--- config.mk ---
export PLATFORM = sky130hd
export DESIGN_NAME = lmsm_sequencer
export DESIGN_NICKNAME = d
export VERILOG_FILES = /design/src/rtl/proc_pkg.sv /design/src/rtl/lsb_priority_enc.sv /design/src/rtl/lmsm_sequencer.sv
export SDC_FILE = /design/constraint.sdc
export NUM_CORES = 1
export LEC_CHECK = 0
export BUFFER_PORTS_ARGS = -buffer_cell sky130_fd_sc_hd__buf_2
export CORE_ASPECT_RATIO = 0.8
export CORE_UTILIZATION = 30
export CTS_BUF_LIST = sky130_fd_sc_hd__clkbuf_4 sky130_fd_sc_hd__clkbuf_8
export DETAILED_ROUTE_END_ITERATION = 10
export MAX_ROUTING_LAYER = met4
export PLACE_DENSITY = 0.57
export SLEW_MARGIN = 20
export SYNTH_ARGS = -nofsm -noshare
export SYNTH_HDL_FRONTEND = slang
export SYNTH_HIERARCHICAL = 1
export SYNTH_SLANG_ARGS = --single-unit
--- constraint.sdc ---
create_clock -name clk -period 2.9 [get_ports clk]
set_input_delay 0.29 -clock clk [delete_from_list [all_inputs] [get_ports clk]]
set_output_delay 0.29 -clock clk [all_outputs]
set_load 0.01 [all_outputs]
--- src/rtl/proc_pkg.sv ---
// Shared processor constants for the multicycle datapath.
// Widths, opcodes and the LM/SM sequencer states.
package proc_pkg;

  localparam int DATA_W = 16;
  localparam int NREGS  = 8;
  localparam int IDX_W  = $clog2(NREGS);

  localparam logic [3:0] OP_LM = 4'd6;
  localparam logic [3:0] OP_SM = 4'd7;

  localparam logic [1:0] S_IDLE = 2'd0;
  localparam logic [1:0] S_XFER = 2'd1;
  localparam logic [1:0] S_DONE = 2'd2;

endpackage

--- src/rtl/lsb_priority_enc.sv ---
// Lowest-set-bit priority encoder.
// Reports the index of bit 0-most set bit plus a valid flag.
module lsb_priority_enc #(
  parameter int W  = 8,
  parameter int IW = $clog2(W)
) (
  input  logic [W-1:0]  in,
  output logic [IW-1:0] idx,
  output logic          valid
);

  // scan high to low so the lowest set bit is assigned last
  always_comb begin
    idx   = '0;
    valid = 1'b0;
    for (int i = W - 1; i >= 0; i--) begin
      if (in[i]) begin
        idx   = i[IW-1:0];
        valid = 1'b1;
      end
    end
  end

endmodule

--- src/rtl/lmsm_sequencer.sv ---
// Register-list walker for LM/SM multi-register transfers.
// One memory transfer per set list bit, lowest register first.
module lmsm_sequencer #(
  parameter int DATA_W = proc_pkg::DATA_W,
  parameter int NREGS  = proc_pkg::NREGS
) (
  input  logic              clk,
  input  logic              proc_rst,
  input  logic              start,
  input  logic              is_store,
  input  logic [NREGS-1:0]  reg_list,
  input  logic [DATA_W-1:0] base_addr,
  input  logic              mem_ack,
  output logic              busy,
  output logic              mem_req,
  output logic              mem_we,
  output logic [DATA_W-1:0] mem_addr,
  output logic [2:0]        reg_idx,
  output logic              rf_wen,
  output logic              done,
  output logic [3:0]        xfer_count
);

  import proc_pkg::*;

  localparam int IW = $clog2(NREGS);

  logic [1:0]        rst_q;
  logic              rst_n;
  logic [1:0]        state;
  logic [NREGS-1:0]  mask;
  logic [NREGS-1:0]  mask_clr;
  logic [NREGS-1:0]  enc_in;
  logic [DATA_W-1:0] ptr;
  logic [3:0]        count;
  logic              we;
  logic [IW-1:0]     cur_idx;
  logic [IW-1:0]     enc_idx;
  logic              enc_valid;

  // reset asserts at once, releases two clocks after proc_rst rises
  always_ff @(posedge clk or negedge proc_rst) begin
    if (!proc_rst) rst_q <= 2'b00;
    else           rst_q <= {rst_q[0], 1'b1};
  end

  assign rst_n = rst_q[1];

  assign mask_clr =
    mask & ~({{(NREGS-1){1'b0}}, 1'b1} << cur_idx);

  // one encoder: new list in IDLE, remaining list otherwise
  assign enc_in = (state == S_IDLE) ? reg_list : mask_clr;

  lsb_priority_enc #(
    .W  (NREGS),
    .IW (IW)
  ) u_enc (
    .in    (enc_in),
    .idx   (enc_idx),
    .valid (enc_valid)
  );

  // walker state: latch on start, advance on each ack
  always_ff @(posedge clk or negedge rst_n) begin
    if (!rst_n) begin
      state   <= S_IDLE;
      mask    <= '0;
      ptr     <= '0;
      count   <= '0;
      we      <= 1'b0;
      cur_idx <= '0;
    end else begin
      unique case (state)
        S_IDLE: begin
          if (start) begin
            mask    <= reg_list;
            ptr     <= base_addr;
            we      <= is_store;
            count   <= '0;
            cur_idx <= enc_idx;
            state   <= enc_valid ? S_XFER : S_DONE;
          end
        end
        S_XFER: begin
          if (mem_ack) begin
            mask  <= mask_clr;
            ptr   <= ptr + 1'b1;
            count <= count + 4'd1;
            if (enc_valid) cur_idx <= enc_idx;
            else           state   <= S_DONE;
          end
        end
        S_DONE: state <= S_IDLE;
        default: state <= S_IDLE;
      endcase
    end
  end

  assign busy       = (state != S_IDLE);
  assign mem_req    = (state == S_XFER);
  assign mem_we     = mem_req & we;
  assign mem_addr   = ptr;
  assign reg_idx    = 3'(cur_idx);
  assign rf_wen     = mem_req & mem_ack & ~mem_we;
  assign done       = (state == S_DONE);
  assign xfer_count = count;

endmodule

# After elaboration in Yosys (flattened, before gate mapping)
# Index checks and enable logic that the tools add are counted.
# op_classes
n_addsub	2
n_eq_ne	6
shifts	1
n_mux	35
bitwise_logic	6
reduce_logical	7
# ops
cell	count
$mux W3	11
$mux W16	2
$pmux W16 S2	1
$mux W8	3
$add A16 B1 Y16 const B	1
$pmux W8 S2	1
$and A8 B8 Y8	1
$mux W1	8
$mux W2	4
$mux W4	2
$not A8 Y8	1
$pmux W4 S2	1
$shl A1 B3 Y8 const A	1
$ne A2 B2 Y1 const B	3
$pmux W3 S2	1
$reduce_and A3 Y1	2
$add A4 B1 Y4 const B	1
$pmux W2 S2	1
$reduce_and A4 Y1	1
$reduce_bool A2 Y1	2
$and A1 B1 Y1	3
$eq A2 B1 Y1 const B	1
$eq A2 B2 Y1 const B	1
$logic_not A2 Y1	1
3 further kinds	3
# totals
reg_bits	36
in_bits	29
out_inout_bits	28
elab_cells	64

# Longest topological paths before layout
# Gate-level depths: netlist of the first run.
# depth
word_depth	15
mapped_depth	9
depth_no_buf	8

# By module
# The synthesis of the first run kept the hierarchy.
# by_module_without_submodules
module	n_inst	cells_each	area_per_inst_um2
lmsm_sequencer	1	244	2148.3
lsb_priority_enc	1	13	80.1

# Worst setup path after synthesis of the first run
# Ideal clock, no wire load.
# synth_path
path_type	register to register
start	register state[1]
end	register cur_idx[0] (netlist: reg_idx[0])
setup_ps	125
arrival_ps	2218
slack_ps	557
path_stages_with_launch	10
path_buffers	1
period_less_slack_ps	2343
cell_sequence	dfrtp_1 buf_2 nor2_2 clkinv_1 nand3_1 nand2_1 nor4_1 nand2_1 o21a_1 mux2_2
# synth_via
elab_cells_between_ends	28
# synth_rtl
element	line_no	source
start: declaration	lmsm_sequencer.sv:30	logic [1:0] state;
start signal: assignment	lmsm_sequencer.sv:82	state <= enc_valid ? S_XFER : S_DONE;
$logic_not A2 Y1	lmsm_sequencer.sv:53	assign enc_in = (state == S_IDLE) ? reg_list : mask_clr;
$mux W8	lmsm_sequencer.sv:53	
via enc_in[5]	lmsm_sequencer.sv:33	logic [NREGS-1:0] enc_in;
$mux W1 (6 in a row)	lsb_priority_enc.sv:17	if (in[i]) begin
via enc_valid	lmsm_sequencer.sv:39	logic enc_valid;
$ne A2 B1 Y1 (no source line)	--	
$reduce_and A4 Y1 (no source line)	--	
end signal: assignment	lmsm_sequencer.sv:81	cur_idx <= enc_idx;
end signal: assignment	lmsm_sequencer.sv:90	if (enc_valid) cur_idx <= enc_idx;
end: declaration	lmsm_sequencer.sv:37	logic [IW-1:0] cur_idx;
# The timed path passes the listed nets, and every way through them passes these cells. The select of a mux whose other input is x is not followed.
# A chain may end at the register's enable or synchronous reset.

# Worst setup path in the final report of the first run
# layout_path
start	register state[0]
end	register cur_idx[2] (netlist: reg_idx[2])
# layout_via
elab_cells_between_ends	28
# layout_rtl
element	line_no
$logic_not A2 Y1	lmsm_sequencer.sv:53
$mux W8	lmsm_sequencer.sv:53
via enc_in[7]	lmsm_sequencer.sv:33
$mux W1 (8 in a row)	lsb_priority_enc.sv:17
via enc_valid	lmsm_sequencer.sv:39
$ne A2 B1 Y1 (no source line)	--
$reduce_and A4 Y1 (no source line)	--
# The timed path passes the listed nets, and every way through them passes these cells. The select of a mux whose other input is x is not followed.

==> impl_metrics.json, run 1 <==
{
  "outcome": "finished with violations",
  "violations": "design-rule violations",
  "power_switching_w": 0.00135,
  "synth.avg_cell_area_um2": 8.67,
  "critical_path_arrival_ns": 2.67,
  "worst_clock_skew_ns": 0.00957,
  "drt-total-wl_mm": 5.92,
  "power.leakage_nw": 1.22,
  "seqPwrFrac": 0.339,
  "ff_latch_area_um2": 901,
  "relSlewSlack": 0.523,
  "fillers": 738,
  "ys_warn_count": 6,
  "worstMarginPinSlew_ns": 0.715,
  "syn_to_final_growth_pct": 20.9,
  "synth-edff-count": 0,
  "antenna_left": 0,
  "die_h_um": 79.1,
  "ys_seq_area_frac": 0.404,
  "required_ns": 3.08,
  "pwr-share-clk": 0.149,
  "antenna_found_initial": 0,
  "crit_path_max_fanout": 9,
  "placed_cells_incl_taps": 393,
  "cts.sinks": 36,
  "p_total_w": 0.00302,
  "ys_ff_latch": 36,
  "start_util": 0.317,
  "place_congestion": 0.859,
  "overflow": 0,
  "fin_util": 0.383,
  "cts.reportedPaths.clkPinSlew_ns": 0.08,
  "grt_use_total": 0.164,
  "final.min_clock_period_ns": 2.49,
  "fmaxAchievable_mhz": 401,
  "dr.pass1.iters": 7,
  "synth_ff_type": "dfrtp_1",
  "drive_above_1_share": 0.289,
  "p_int_w": 0.00167,
  "hold_viol": 0,
  "grt_max_degree": 35,
  "core_area_um2": 7030,
  "stdcell_count": 402,
  "rows": 27,
  "cts_tree": "built",
  "via_count": 2102,
  "htree_levels": 2,
  "sw_frac_of_total": 0.447,
  "clk_path_buf_depth": 2,
  "finalCritPeriodShare": 0.859,
  "syn_area_um2": 2230,
  "pwr-share-comb": 0.512,
  "drc": 5,
  "grt_pass1_wl_mm": 9.92,
  "ys_async_sr_fraction": 1.00,
  "vias_per_cell": 5.23,
  "grt_pass1_vias": 1964,
  "p_per_area_nw_per_um2": 1120,
  "cts-root-buf": "clkbuf_8",
  "numCtsBuffers": 5,
  "tns_ns": 0,
  "nNetsFinal": 345,
  "maxCapViolations": 0,
  "hold_slack_ns": 0.235,
  "portBuffers": 56,
  "die_x_um": 98.4,
  "criticalPathCategory": "flip-flop to flip-flop",
  "min_path_type": "input pin to flip-flop",
  "synth_cell_types": 55,
  "setup_viol": 0,
  "hpwl_mm": 4.20,
  "setup.worst_path.end_class": "flip-flop",
  "maxSlewViolCount": 0,
  "pin_count": 57,
  "rsz0062_at_grt": "false",
  "drt_iter0_markers": 107,
  "clock_latency_ns": 0.29,
  "wl_per_cell_um": 14.7,
  "syn_nets": 288,
  "multiInputGateArea_um2": 1190,
  "antenna_cells": 0,
  "max-vdd-ir-drop_uv": 280,
  "start_kind": "flip-flop",
  "die-area_um2": 7780,
  "syn_inst": 257
}
==> cells in the final DEF, fill, tap and decap left out, drive strengths merged, types with 6 or more instances in the layout <==
master / synthesis / routed
o21ai: 23 / 23
buf: 9 / 63
nand2: 42 / 42
nor4: 7 / 7
nand3: 17 / 17
inv: 9 / 9
clkbuf: 5 / 6
dfrtp: 36 / 36
a21oi: 20 / 20
nor2: 15 / 15
a22o: 9 / 9
a2bb2oi: 6 / 6
nor3: 6 / 6
==> registers in the layout, summed over array words and instances, names as in the netlist <==
name,cells
we,1
state,2
xfer_count,4
mask,8
reg_idx,3
rst_q,2
mem_addr,16
==> final timing paths <==
path | from | cells after the start | slack, ns | to
min in group asynchronous | rst_q[1] | 1 | 0.28 | mem_addr[0]
max in group asynchronous | rst_q[1] | 1 | 2.30 | mem_addr[10]
max | state[0] | 8 | 0.41 | reg_idx[2]
max reg2reg | state[0] | 8 | 0.41 | reg_idx[2]
min | reg_list[2] | 2 | 0.23 | mask[2]
min reg2reg | rst_q[1] | 1 | 0.28 | mem_addr[0]
==> layer usage <==
metal	vias up	GRT usage	wire, µm
met1	994	0.243	3100
met2	61	0.230	2460
met4	0	0.0403	27
li1	1045	-	-
met3	2	0.0299	336
met5	-	-	0
==> layout make-up <==
class / count / area share
multi-input combinational: 197 / 0.443
sequential: 36 / 0.334
timing repair buffer: 64 / 0.127
tap: 87 / 0.0404
clock buffer: 6 / 0.0283
inverter: 10 / 0.0139
clock inverter: 2 / 0.0130
==> critical path, cell delays in order, from the launching register on <==
cell      delay (ns)
dfrtp_1         0.40
nor2_2          0.32
clkinv_1        0.33
nand3_1         0.18
nand2_1         0.10
nor4_1          0.36
nand2_1         0.17
o21a_1          0.24
mux2_2          0.28
==> repair_timing <==
action                    CTS  global route
hold endpoints to repair    2             0
resized for setup           0             0
buffers inserted            0             0
hold buffers                1             0
==> cells in the mapped netlist (2+ instances only) <==
cell type | instances | area [µm²]
a31oi_1 | 3 | 18.8
a2bb2oi_1 | 6 | 52.6
mux2_2 | 5 | 56.3
nand2_1 | 42 | 158
o21bai_1 | 2 | 15.0
and3_1 | 2 | 12.5
o21ai_1 | 2 | 10.0
nor4_1 | 6 | 37.5
inv_1 | 8 | 30.0
clkbuf_1 | 5 | 18.8
buf_2 | 3 | 15.0
nor2b_1 | 3 | 18.8
nand3_1 | 15 | 75.1
nor2_1 | 13 | 48.8
buf_6 | 5 | 56.3
dfrtp_1 | 36 | 901
nor3_1 | 5 | 25.0
o21ai_0 | 21 | 105
o22ai_1 | 5 | 31.3
a21o_1 | 2 | 15.0
ha_1 | 2 | 25.0
nand3b_1 | 2 | 15.0
a22o_1 | 9 | 78.8
mux2i_1 | 2 | 20.0
a21oi_1 | 19 | 95.1
nand4_1 | 2 | 12.5
nor3b_1 | 2 | 15.0
and2_1 | 3 | 18.8
==> kinds of logic (layout without fill, tap and decap cells) <==
family,count (synthesis),count (layout),share of synthesized area
multiplexers,8,8,0.0444
adder cells (fa/ha/maj),2,2,0.0112
buffers and inverters,24,82,0.0606
AO/OA/AOI/OAI,78,78,0.223
other,1,1,0.00168
flip-flops,36,36,0.404
AND/OR/NAND/NOR,108,108,0.254
==> stage by stage <==
step	instance area, µm²	setup WS (ns)
after global routing	2690	0.0453
final	2690	0.408
after floorplan	2230	0.557
after detailed placement	2570	0.424
after CTS	2690	0.399
after global placement	2570	0.470
==> power groups by stage <==
stage | clock network, W | logic (W) | registers (W)
CTS | 0.000465 | 0.00156 | 0.00102
global placement | 0 | 0.00152 | 0.00103
detailed placement | 0 | 0.00155 | 0.00103
global route | 0.000486 | 0.00174 | 0.00107
floorplan | 0 | 0.00112 | 0.00101
finish | 0.000450 | 0.00155 | 0.00102
Note: power is estimated with default switching activity, not from simulation.
==> inputs of run 2 (changes only) <==
MAX_ROUTING_LAYER = unset   (was met4)
==> run 2 against run 1 <==
Compared with the run above: the run still ends with design-rule violations left; combinational power about the same; first-iteration DRC count increased by 21%; wire length decreased by 0.20%; core utilization unchanged; sequential power about the same; fmax decreased by 0.25%; critical path type unchanged; critical endpoint unchanged.
==> impl_metrics.json, run 2 (synthesized netlist as in run 1, its figures left out) <==
{
  "grt_pass1_wl_mm": 9.91,
  "rsz0062_at_grt": "false",
  "stdcell_count": 402,
  "grt_use_total": 0.160,
  "place_congestion": 0.846,
  "hold_viol": 0,
  "cpMaxStageDelayCell": "dfrtp_1",
  "finalCritPeriodShare": 0.862,
  "grt_max_degree": 35,
  "path_cells": "nor2_2, clkinv_1, nand3_1, nand2_1, nor4_1, nand2_1, o21a_1, mux2_2",
  "drt_iter0_markers": 129,
  "dr.pass1.iters": 7,
  "required_ns": 3.08,
  "maxCapViolations": 0,
  "drt-total-wl_mm": 5.91,
  "pin_count": 57,
  "tns_ns": 0,
  "maxSlewViolCount": 0,
  "final.min_clock_period_ns": 2.50,
  "vias_per_cell": 5.23,
  "antenna_cells": 0,
  "final_cell_mix": "buf_2 (56), nand2_1 (42), dfrtp_1 (36)",
  "portBuffers": 56,
  "critical_path_arrival_ns": 2.67,
  "worstMarginPinSlew_ns": 0.718,
  "p_per_area_nw_per_um2": 1120,
  "largest_register_ffs": 16,
  "cts_tree": "built",
  "via_count": 2102,
  "wl_per_cell_um": 14.7,
  "numCtsBuffers": 5,
  "grt_pass1_vias": 1963,
  "hold_depth": 2,
  "placed_cells_incl_taps": 393,
  "hpwl_mm": 4.20,
  "start_util": 0.317,
  "drive_above_1_share": 0.289,
  "final_common_cell": "buf_2",
  "cts.sinks": 36,
  "drc": 5,
  "max-vdd-ir-drop_uv": 281,
  "cpMostUsedCell": "nand2_1",
  "power.leakage_nw": 1.22,
  "antenna_found_initial": 0,
  "worst_clock_skew_ns": 0.00921,
  "reg2reg_depth": 8,
  "fmaxAchievable_mhz": 400,
  "cts.reportedPaths.clkPinSlew_ns": 0.08,
  "crit_path_max_fanout": 9,
  "die_x_um": 98.4,
  "outcome": "finished with violations",
  "clock_latency_ns": 0.29,
  "setup_viol": 0,
  "postCtsSetupBuffers": 0,
  "htree_levels": 2,
  "criticalPathCategory": "flip-flop to flip-flop",
  "cts-root-buf": "clkbuf_8",
  "die-area_um2": 7780,
  "min_from": "reg_list[2]",
  "overflow": 0,
  "r2r_end": "reg_idx[2]",
  "relSlewSlack": 0.521,
  "min_path_type": "input pin to flip-flop",
  "antenna_left": 0,
  "nNetsFinal": 345,
  "rrSetupSlack_ns": 0.40,
  "start_kind": "flip-flop",
  "core_area_um2": 7030,
  "setup.worst_path.end_class": "flip-flop",
  "rows": 27,
  "slowest_delay_ns": 0.40,
  "die_h_um": 79.1,
  "hold_path_end": "mask[2]",
  "fillers": 738,
  "syn_to_final_growth_pct": 20.9,
  "finalInstanceArea_um2": 2690,
  "reg2reg_from": "state[0]",
  "detailed_place.area_um2": 2570,
  "violations": "design-rule violations",
  "clk_path_buf_depth": 2
}
==> run 2: cell counts in the layout (fill, tap and decap cells not counted) <==
No cell type changed its count.
==> run 2: power by group <==
group | total [W] | leakage, nW | internal [W] | switching, W
registers | 0.00102 | 0.426 | 0.000722 | 0.000301
clock network | 0.000452 | 0.0586 | 0.000265 | 0.000188
logic | 0.00155 | 0.736 | 0.000684 | 0.000862
total | 0.00302 | 1.22 | 0.00167 | 0.00135
==> run 2: per-stage QoR <==
step / setup WS, ns / power (W) / hold slack (ns) / util
6_report: 0.401 / 0.00302 / 0.234 / 0.383
5_1_grt: 0.0453 / 0.00329 / 0.229 / 0.383
4_1_cts: 0.399 / 0.00304 / 0.226 / 0.383
3_5_place_dp: 0.424 / 0.00257 / 0.0781 / 0.366
3_3_place_gp: 0.470 / 0.00255 / 0.0760 / 0.366
2_1_floorplan: 0.557 / 0.00213 / -0.00559 / -
==> run 2: worst max path at each step <==
stage,from,to,slack [ns],cells after the start
6_report,state[0],reg_idx[2],0.40,8
5_1_grt,state[0],reg_idx[2],0.05,8
4_1_cts,state[0],reg_idx[2],0.40,8
3_5_place_dp,state[0],reg_idx[2],0.42,8
3_3_place_gp,state[0],reg_idx[0],0.47,8
2_1_floorplan,state[1],reg_idx[0],0.56,9
==> run 2: cell type report <==
class / count / area [µm²] / share of cell area
multi-input cells: 197 / 1190 / 0.443
well taps: 87 / 109 / 0.0404
clock buffers: 6 / 76.3 / 0.0283
repair buffers: 64 / 343 / 0.127
inverters: 10 / 37.5 / 0.0139
clock inverters: 2 / 35.0 / 0.0130
flip-flops and latches: 36 / 901 / 0.334
==> run 2: what timing repair did <==
action	CTS	global route
hold endpoints to repair	2	0
hold buffers	1	0
gates resized for setup	0	0
==> run 2: worst max-delay path: cells and delay by family (launching register included) <==
family | cells | cell delay [ns]
simple gates | 5 | 1.14
mux | 1 | 0.28
buf+inv | 1 | 0.33
compound gates | 1 | 0.24
flops | 1 | 0.40
==> run 2: per-layer routing <==
metal,track usage,routed length [µm]
met5,0,0
met4,0.0403,27
met3,0.0317,331
met2,0.230,2440
met1,0.241,3110
==> inputs of run 3 (changes only) <==
CORE_ASPECT_RATIO = 2   (was 0.8)
SETUP_SLACK_MARGIN = 0.2   (was unset)
==> run 3 against run 2 <==
Compared with the run above: the flow now finishes without violations; sequential power hardly changed; sequential share of layout area grew 0.11 points; non-clock buffer count shrank 2; core utilization down 1.1 points; via count is 3.6% higher; combinational power about the same; clock skew up 0.0031 ns; global-route usage increased by 2.1 points; fmax is 0.29% lower.
==> impl_metrics.json, run 3 (synthesized netlist as in run 1, its figures left out) <==
{
  "outcome": "finished clean",
  "grt_pass1_wl_mm": 10.6,
  "r2r_end": "reg_idx[0]",
  "relSlewSlack": 0.518,
  "finalCritPeriodShare": 0.864,
  "hold_viol": 0,
  "setup_viol": 0,
  "nNetsFinal": 343,
  "clock_latency_ns": 0.30,
  "cts.sinks": 36,
  "pin_count": 57,
  "tns_ns": 0,
  "die_h_um": 124,
  "grt_pass1_vias": 2183,
  "rrSetupSlack_ns": 0.39,
  "die_x_um": 62.9,
  "htree_levels": 2,
  "grt_max_degree": 31,
  "pwr-share-clk": 0.152,
  "drt-total-wl_mm": 6.49,
  "reg2reg_depth": 8,
  "cts.reportedPaths.clkPinSlew_ns": 0.08,
  "rows": 44,
  "pwr-share-comb": 0.506,
  "fmaxAchievable_mhz": 399,
  "cts-hold-fix-buffers": 1,
  "maxCapViolations": 0,
  "dr.pass1.iters": 4,
  "cts-root-buf": "clkbuf_8",
  "drt_iter0_markers": 109,
  "power.leakage_nw": 1.21,
  "largest_register_ffs": 16,
  "final.min_clock_period_ns": 2.51,
  "min_path_type": "flip-flop to async pin",
  "antenna_found_initial": 0,
  "setup.worst_path.end_class": "flip-flop",
  "numCtsBuffers": 5,
  "cts_tree": "built",
  "maxSlewViolCount": 0,
  "crit_path_max_fanout": 9,
  "drc": 0,
  "cts_resized": 0,
  "fillers": 755,
  "syn_to_final_growth_pct": 20.5,
  "antenna_left": 0,
  "start_util": 0.309,
  "seqPwrFrac": 0.342,
  "p_per_area_nw_per_um2": 1130,
  "critical_path_arrival_ns": 2.68,
  "clk_path_buf_depth": 2,
  "worstMarginPinSlew_ns": 0.719,
  "criticalPathCategory": "flip-flop to flip-flop",
  "max-vdd-ir-drop_uv": 432,
  "fin_util": 0.372,
  "postCtsSetupBuffers": 0,
  "portBuffers": 56,
  "final_common_cell": "buf_2",
  "die-area_um2": 7800,
  "core_area_um2": 7210,
  "wl_per_cell_um": 16.0,
  "via_count": 2178,
  "overflow": 0,
  "vias_per_cell": 5.38,
  "final_cell_mix": "buf_2 (56), nand2_1 (42), dfrtp_1 (36)",
  "sw_frac_of_total": 0.455,
  "antenna_cells": 0,
  "rsz0062_at_grt": "false",
  "reg2reg_from": "state[0]",
  "grt_use_total": 0.180,
  "power_switching_w": 0.00138,
  "worst_clock_skew_ns": 0.0123,
  "hpwl_mm": 4.74,
  "required_ns": 3.08,
  "start_kind": "flip-flop",
  "place_congestion": 0.857,
  "p_int_w": 0.00166,
  "drive_above_1_share": 0.284
}
[run 3: cell count changes in the layout (fill, tap and decap cells not counted), sizes merged]
cell  previous run  this run
buf             63        61
[run 3: how the worst max path moves through the flow]
stage | startpoint | end | slack, ns | depth (start not counted)
final | state[0] | reg_idx[0] | 0.39 | 8
after detailed placement | state[0] | reg_idx[1] | 0.44 | 8
after global routing | state[0] | reg_idx[0] | 0.23 | 8
after global placement | state[0] | reg_idx[1] | 0.48 | 8
after CTS | state[0] | reg_idx[1] | 0.40 | 8
after floorplan | state[1] | reg_idx[0] | 0.56 | 9
[run 3: critical path: stages (launching register included)]
cell and delay (ns):
dfrtp_1 0.40, nor2_2 0.34, clkinv_1 0.32, nand3_1 0.16
nand2_1 0.09, nor4_1 0.37, nand2_1 0.18, o21a_1 0.24
mux2_2 0.27
[run 3: per-layer routing]
metal	wire, µm	global-route usage
met2	3570	0.334
met5	0	0
met3	223	0.0321
met4	244	0.0988
met1	2460	0.189
[run 3: through the flow]
| stage | setup WS, ns | std cells | cell area (µm²) | hold WS (ns) | power, W |
|---|---|---|---|---|---|
| after detailed placement | 0.439 | 396 | 2560 | 0.0758 | 0.00259 |
| after global routing | 0.225 | 405 | 2690 | 0.155 | 0.00332 |
| after global placement | 0.479 | 396 | 2560 | 0.0757 | 0.00256 |
| final | 0.394 | 405 | 2690 | 0.140 | 0.00304 |
| after CTS | 0.397 | 405 | 2690 | 0.144 | 0.00307 |
| after floorplan | 0.557 | 257 | 2230 | -0.00559 | 0.00213 |
[run 3: final cells by class]
type / instances / area (µm²) / share of cell area
Multi-Input combinational cell: 197 / 1190 / 0.444
Sequential cell: 36 / 901 / 0.336
Timing Repair Buffer: 62 / 328 / 0.122
Tap cell: 92 / 115 / 0.0429
Clock buffer: 6 / 76.3 / 0.0284
Inverter: 10 / 37.5 / 0.0140
Clock inverter: 2 / 35.0 / 0.0130
[run 3: power groups by stage]
stage          combinational (W)  sequential [W]  clock (W)
6_report                 0.00154         0.00104   0.000463
5_1_grt                  0.00174         0.00108   0.000495
3_3_place_gp             0.00152         0.00104          0
4_1_cts                  0.00155         0.00103   0.000480
3_5_place_dp             0.00155         0.00104          0
2_1_floorplan            0.00112         0.00101          0
